File: config.mk
export PLATFORM = sky130hd
export DESIGN_NAME = gerador_pisca_leds
export DESIGN_NICKNAME = d
export VERILOG_FILES = /design/src/rtl/gerador_pisca_leds.sv
export SDC_FILE = /design/constraint.sdc
export NUM_CORES = 1
export LEC_CHECK = 0
export CORE_MARGIN = 4
export CORE_UTILIZATION = 50
export DETAILED_ROUTE_END_ITERATION = 8
export PLACE_DENSITY = 0.75
export SLEW_MARGIN = 10
export SYNTH_ARGS = -nofsm -noshare
export SYNTH_HDL_FRONTEND = slang
export SYNTH_SLANG_ARGS = --single-unit
File: constraint.sdc
create_clock -name clock -period 1.55 [get_ports clock]
set_input_delay 0.31 -clock clock [delete_from_list [all_inputs] [get_ports clock]]
set_output_delay 0.31 -clock clock [all_outputs]
set_load 0.005 [all_outputs]
File: src/rtl/gerador_pisca_leds.sv
// LED-blink responder for the control unit: times the on/off phases, counts
// blinks, drives the LED pattern from a latched mask and flags handshake misuse.
module gerador_pisca_leds #(
  parameter int T_ON       = 500,
  parameter int T_OFF      = 500,
  parameter int N_PISCADAS = 3,
  parameter int LED_W      = 4
) (
  input  logic             clock,
  input  logic             reset,
  input  logic             zeraPisca,
  input  logic             registraMascara,
  input  logic [LED_W-1:0] mascara,
  input  logic             contaLedsOn,
  input  logic             contaLedsOff,
  output logic             fimLedsOn,
  output logic             fimLedsOff,
  output logic             fimPiscaLeds,
  output logic [LED_W-1:0] leds,
  output logic [1:0]       db_fase,
  output logic             db_erro
);

  localparam int T_MAX = (T_ON > T_OFF) ? T_ON : T_OFF;
  localparam int CW    = $clog2(T_MAX + 1);
  localparam int PW    = $clog2(N_PISCADAS + 1);

  localparam logic [CW-1:0] ON_LAST  = CW'(T_ON - 1);
  localparam logic [CW-1:0] OFF_LAST = CW'(T_OFF - 1);
  localparam logic [PW-1:0] P_MAX    = PW'(N_PISCADAS);
  localparam logic [PW-1:0] P_LAST   = PW'(N_PISCADAS - 1);

  typedef enum logic [1:0] {
    ESPERA    = 2'b00,
    ACESO     = 2'b01,
    APAGADO   = 2'b10,
    CONCLUIDO = 2'b11
  } fase_t;

  fase_t            state_q, state_d;
  logic [CW-1:0]    cnt_on_q, cnt_on_d;
  logic [CW-1:0]    cnt_off_q, cnt_off_d;
  logic [PW-1:0]    cnt_p_q, cnt_p_d;
  logic [LED_W-1:0] mask_q, mask_d;
  logic [LED_W-1:0] leds_q, leds_d;
  logic             erro_q, erro_d;
  // Set once a sequence is started (zeraPisca or any on-cycle); keeps
  // fimPiscaLeds low straight out of reset even when N_PISCADAS=1.
  logic             armado_q, armado_d;

  logic so_on, so_off, violacao;

  // Handshake decode and combinational completion flags
  always_comb begin
    so_on        = contaLedsOn && !contaLedsOff;
    so_off       = contaLedsOff && !contaLedsOn;
    fimLedsOn    = !reset && so_on && (cnt_on_q == ON_LAST);
    fimLedsOff   = !reset && so_off && (cnt_off_q == OFF_LAST);
    fimPiscaLeds = !reset && (cnt_p_q >= P_LAST) && (armado_q || contaLedsOn);
    violacao     = (contaLedsOn && contaLedsOff)
                || (contaLedsOff && (state_q == ESPERA || state_q == CONCLUIDO))
                || (contaLedsOn && (state_q == APAGADO || state_q == CONCLUIDO));
  end

  // Next-state: counters, phase FSM, mask, error flag and LED drive
  always_comb begin
    state_d   = state_q;
    cnt_on_d  = cnt_on_q;
    cnt_off_d = cnt_off_q;
    cnt_p_d   = cnt_p_q;
    mask_d    = mask_q;
    erro_d    = erro_q;
    armado_d  = armado_q;
    leds_d    = (state_q == ACESO || state_q == CONCLUIDO) ? mask_q : '0;

    if (zeraPisca) begin
      state_d   = ESPERA;
      cnt_on_d  = '0;
      cnt_off_d = '0;
      cnt_p_d   = '0;
      erro_d    = 1'b0;
      armado_d  = 1'b1;
    end else begin
      if (contaLedsOn)
        armado_d = 1'b1;
      if (violacao)
        erro_d = 1'b1;

      if (so_on)
        cnt_on_d = fimLedsOn ? '0 : cnt_on_q + CW'(1);
      else if (!contaLedsOn)
        cnt_on_d = '0;

      if (so_off)
        cnt_off_d = fimLedsOff ? '0 : cnt_off_q + CW'(1);
      else if (!contaLedsOff)
        cnt_off_d = '0;

      if (fimLedsOn && cnt_p_q != P_MAX)
        cnt_p_d = cnt_p_q + PW'(1);

      // With T_ON=1 the phase can end on its very first cycle, while still in
      // ESPERA, so that state resolves the end of phase directly as well.
      unique case (state_q)
        ESPERA: begin
          if (contaLedsOn) begin
            if (fimLedsOn)
              state_d = fimPiscaLeds ? CONCLUIDO : APAGADO;
            else
              state_d = ACESO;
          end
        end
        ACESO: begin
          if (fimLedsOn)
            state_d = fimPiscaLeds ? CONCLUIDO : APAGADO;
        end
        APAGADO: begin
          if (fimLedsOff)
            state_d = ACESO;
        end
        CONCLUIDO: state_d = CONCLUIDO;
        default:   state_d = ESPERA;
      endcase
    end

    if (registraMascara)
      mask_d = mascara;
  end

  // State and registered outputs, asynchronous active-high reset
  always_ff @(posedge clock or posedge reset) begin
    if (reset) begin
      state_q   <= ESPERA;
      cnt_on_q  <= '0;
      cnt_off_q <= '0;
      cnt_p_q   <= '0;
      mask_q    <= '0;
      leds_q    <= '0;
      erro_q    <= 1'b0;
      armado_q  <= 1'b0;
    end else begin
      state_q   <= state_d;
      cnt_on_q  <= cnt_on_d;
      cnt_off_q <= cnt_off_d;
      cnt_p_q   <= cnt_p_d;
      mask_q    <= mask_d;
      leds_q    <= leds_d;
      erro_q    <= erro_d;
      armado_q  <= armado_d;
    end
  end

  assign leds    = leds_q;
  assign db_fase = state_q;
  assign db_erro = erro_q;

endmodule

==> key figures <==
Power and ir drop
  – VDD IR max: 670.9 uV
  – Leak: 1.200 nW
  – Power Density: 836.3 nW/um2
  – Tot Pwr: 0.002066 W

Synth
  – Share of the synthesized area in the top cell type: 46.34%
  – Mapped Area: 1728 um2
  – Syn_area_per_cell: 10.16 um2
  – Distinct cell type count after synthesis: 41
  – Gate Count Post-Synth: 170
  – Yosys reg bits: 32
  – Cell with the most instances after synthesis: dfrtp_1
  – Synth async-reset ratio: 100.0%
  – Yosys synthesis warning count: 0
  – Largest cells by area after synthesis: dfrtp_1, ha_1, xor2_1
  – Sequential share of the synthesized area: 46.34%
  – Area leader, netlist: dfrtp_1
  – Mapped Nets: 189
  – Post-synth EDFFs: 0
  – Synth Flop Type: dfrtp_1
  – Most frequent cells after synthesis: dfrtp_1, nor2_1, nand2_1

STA
  – Final min period: 1.700 ns
  – FMAX: 588.4 MHz
  – Final Cycle Share: 109.6%
  – Relative slew slack: 79.02%
  – Slew Viols, Final: 0
  – RSZ-0062 raised after global routing: true
  – Final setup viols: 6
  – Clk_skew: 0.007081 ns
  – Tightest Pin Transition: 0.3146 ns
  – Final Worst Setup Slack: -0.1495 ns
  – Final-report hold violation count: 0

CTS
  – CTS Hold Buffers Added: 0
  – Clk buf depth: 2
  – Clock-pin slew on the worst setup and hold paths: 0.09 ns
  – Clk sinks: 32
  – TritonCTS clock tree: built
  – Worst-Skew Late Latency: 0.33 ns
  – H-tree depth: 2
  – CTS buffer count: 5
  – Root Driver: clkbuf_4

Die
  – Die Span Y: 66.79 um
  – Die Footprint: 4460 um2
  – IO Pins: 20
  – Core area: 3337 um2
  – Die width: 66.79 um
  – Row Count: 21
  – Starting Density: 51.78%

GRT
  – Met2 GRT Util: 37.00%
  – Total grt overflow: 0
  – Grt met3 use: 4.216%
  – Number of global-route vias before repair: 1,576
  – Total track usage: 21.58%
  – Layer with the highest usage: met2
  – Routing usage on met1: 25.24%
  – Global-route wire length before repair: 7.079 mm
  – Largest net degree at the start of global routing: 17
  – Initial antenna violation count: 0

Drt
  – DRT antenna net count: 0
  – WL/cell: 14.37 um
  – DR vias/cell: 5.211
  – Drt first pass iters: 5
  – Initial drt markers: 65
  – Final wirelength: 4.152 mm
  – DRC viols: 0
  – Vias: 1,506

Status
  – Failing checks: setup timing
  – Status: complete, but fails checks

Placed design
  – Port bufs: 19
  – Post-Place Cells: 273
  – Setup WS pre-CTS: -0.6371 ns
  – HPWL Detailed: 3.151 mm
  – GPL Wtd Cong: 0.8810

Critical path
  – CP Max Fanout: 2
  – R2R depth: 7
  – Worst setup SP type: flop
  – R2r setup slk: -0.13 ns
  – Crit end category: primary output
  – Cells along the critical path: ha_2 > and4bb_2 > nand3_2 > inv_2 > buf_6
  – Slowest-stage cell, CP: dfrtp_1
  – R2r endpoint: db_fase[1]$_DFFE_PP0P_
  – Slowest stage delay, CP: 0.37 ns
  – WS Path Type: reg -> out
  – CP required: 1.24 ns
  – R2R Path Start: cnt_on_q[1]$_DFFE_PP0P_
  – CP arrival: 1.39 ns

Cells and area
  – Fill cells: 246
  – Final Net Count: 261
  – Final antenna diode count: 0
  – Area Overhead vs Synth: 43.01%
  – Post-route insts no fill: 289
  – Share of cells above drive strength 1: 34.98%

Worst hold path
  – Worst min-delay path category: in -> async

Run
  – Number of max-cap violations: 0
flip-flops by register name, summed over array words and instances, names as in the netlist:
name and flops:
cnt_on_q 9, cnt_off_q 9, db_erro 1, mask_q 4, armado_q 1, cnt_p_q 2, db_fase 2, leds 4
report_power, final:
part           total (W)  internal, W  switching (W)
clock           0.000483     0.000223       0.000260
combinational   0.000639     0.000327       0.000312
sequential      0.000944     0.000908      0.0000367
metrics by stage:
stage	util, %	setup TNS, ns	instance area (um2)	hold WS, ns
3_5_place_dp	68.28	-8.700	2278	0.4778
5_1_grt	74.05	-1.268	2471	0.4432
2_1_floorplan	-	0	1728	0.4262
3_3_place_gp	68.28	-7.714	2278	0.4777
4_1_cts	71.50	-0.8618	2386	0.4433
6_report	74.05	-0.6228	2471	0.4390
cell usage in the layout, fill, tap and decap left out, types with 2 or more instances in the layout:
master           Yosys  routed
inv_1               12       9
a311oi_2             1       2
dlygate4sd2_1        0       4
inv_2                0       3
clkbuf_4             0       5
nor2_1              23      22
nand3_1              6       6
o21ai_0              4       3
buf_6                0       4
and2_1               4       4
nand2_1             13      12
nand4_1              6       6
nor2b_1              4       4
nor3_1               4       3
ha_2                 0       2
xor2_1              12      11
mux2i_1              4       4
ha_1                 9       6
clkbuf_1             0       2
a21oi_1              3       3
a31oi_1              2       2
mux2_2               4       4
clkdlybuf4s50_1      0      11
buf_4                2      47
dfrtp_1             32      32
or3_1                2       2
metal layers:
layer  share of wire, %  up-vias
met5                  0        -
met4                2.2        0
met3                3.9       10
met2                 53       29
met1                 41      739
li1                   -      728
critical path, delay by kind of cell (launching register included):
kind,cells,cell delay [ns]
buf+inv,2,0.15
simple gates,2,0.35
flops,1,0.37
fa+ha+maj,1,0.18
worst max path at each step:
stage | start | end | cells past startpoint
2_1_floorplan | cnt_on_q[0]$_DFFE_PP0P_ | db_fase[0]$_DFFE_PP0P_ | 5
3_3_place_gp | contaLedsOn | fimLedsOff | 6
3_5_place_dp | contaLedsOn | fimLedsOff | 6
4_1_cts | cnt_off_q[0]$_DFFE_PP0P_ | fimLedsOff | 5
5_1_grt | cnt_on_q[1]$_DFFE_PP0P_ | fimLedsOn | 5
6_report | cnt_on_q[1]$_DFFE_PP0P_ | fimLedsOn | 5
logic make-up after synthesis:
logic type / synth area share [%]
buf+inv: 4.055
simple gates: 25.06
mux: 4.924
flops: 46.34
xor+xnor: 6.589
compound gates: 6.517
fa+ha+maj: 6.517
final cells by class:
cell class / instances / area (um2) / share of cell area (%)
Tap cell: 46 / 57.56 / 2.329
Timing Repair Buffer: 69 / 580.6 / 23.49
Clock buffer: 8 / 58.81 / 2.380
Sequential cell: 32 / 800.8 / 32.41
Inverter: 12 / 45.04 / 1.823
Multi-Input combinational cell: 122 / 928.4 / 37.57
timing repair:
action	in CTS	in global routing
resized for setup	29	12
setup buffers	4	5
endpoints found under the setup margin	9	13
gates cloned	0	0
pin swaps	10	8
Note: power is estimated with default switching activity, not from simulation.
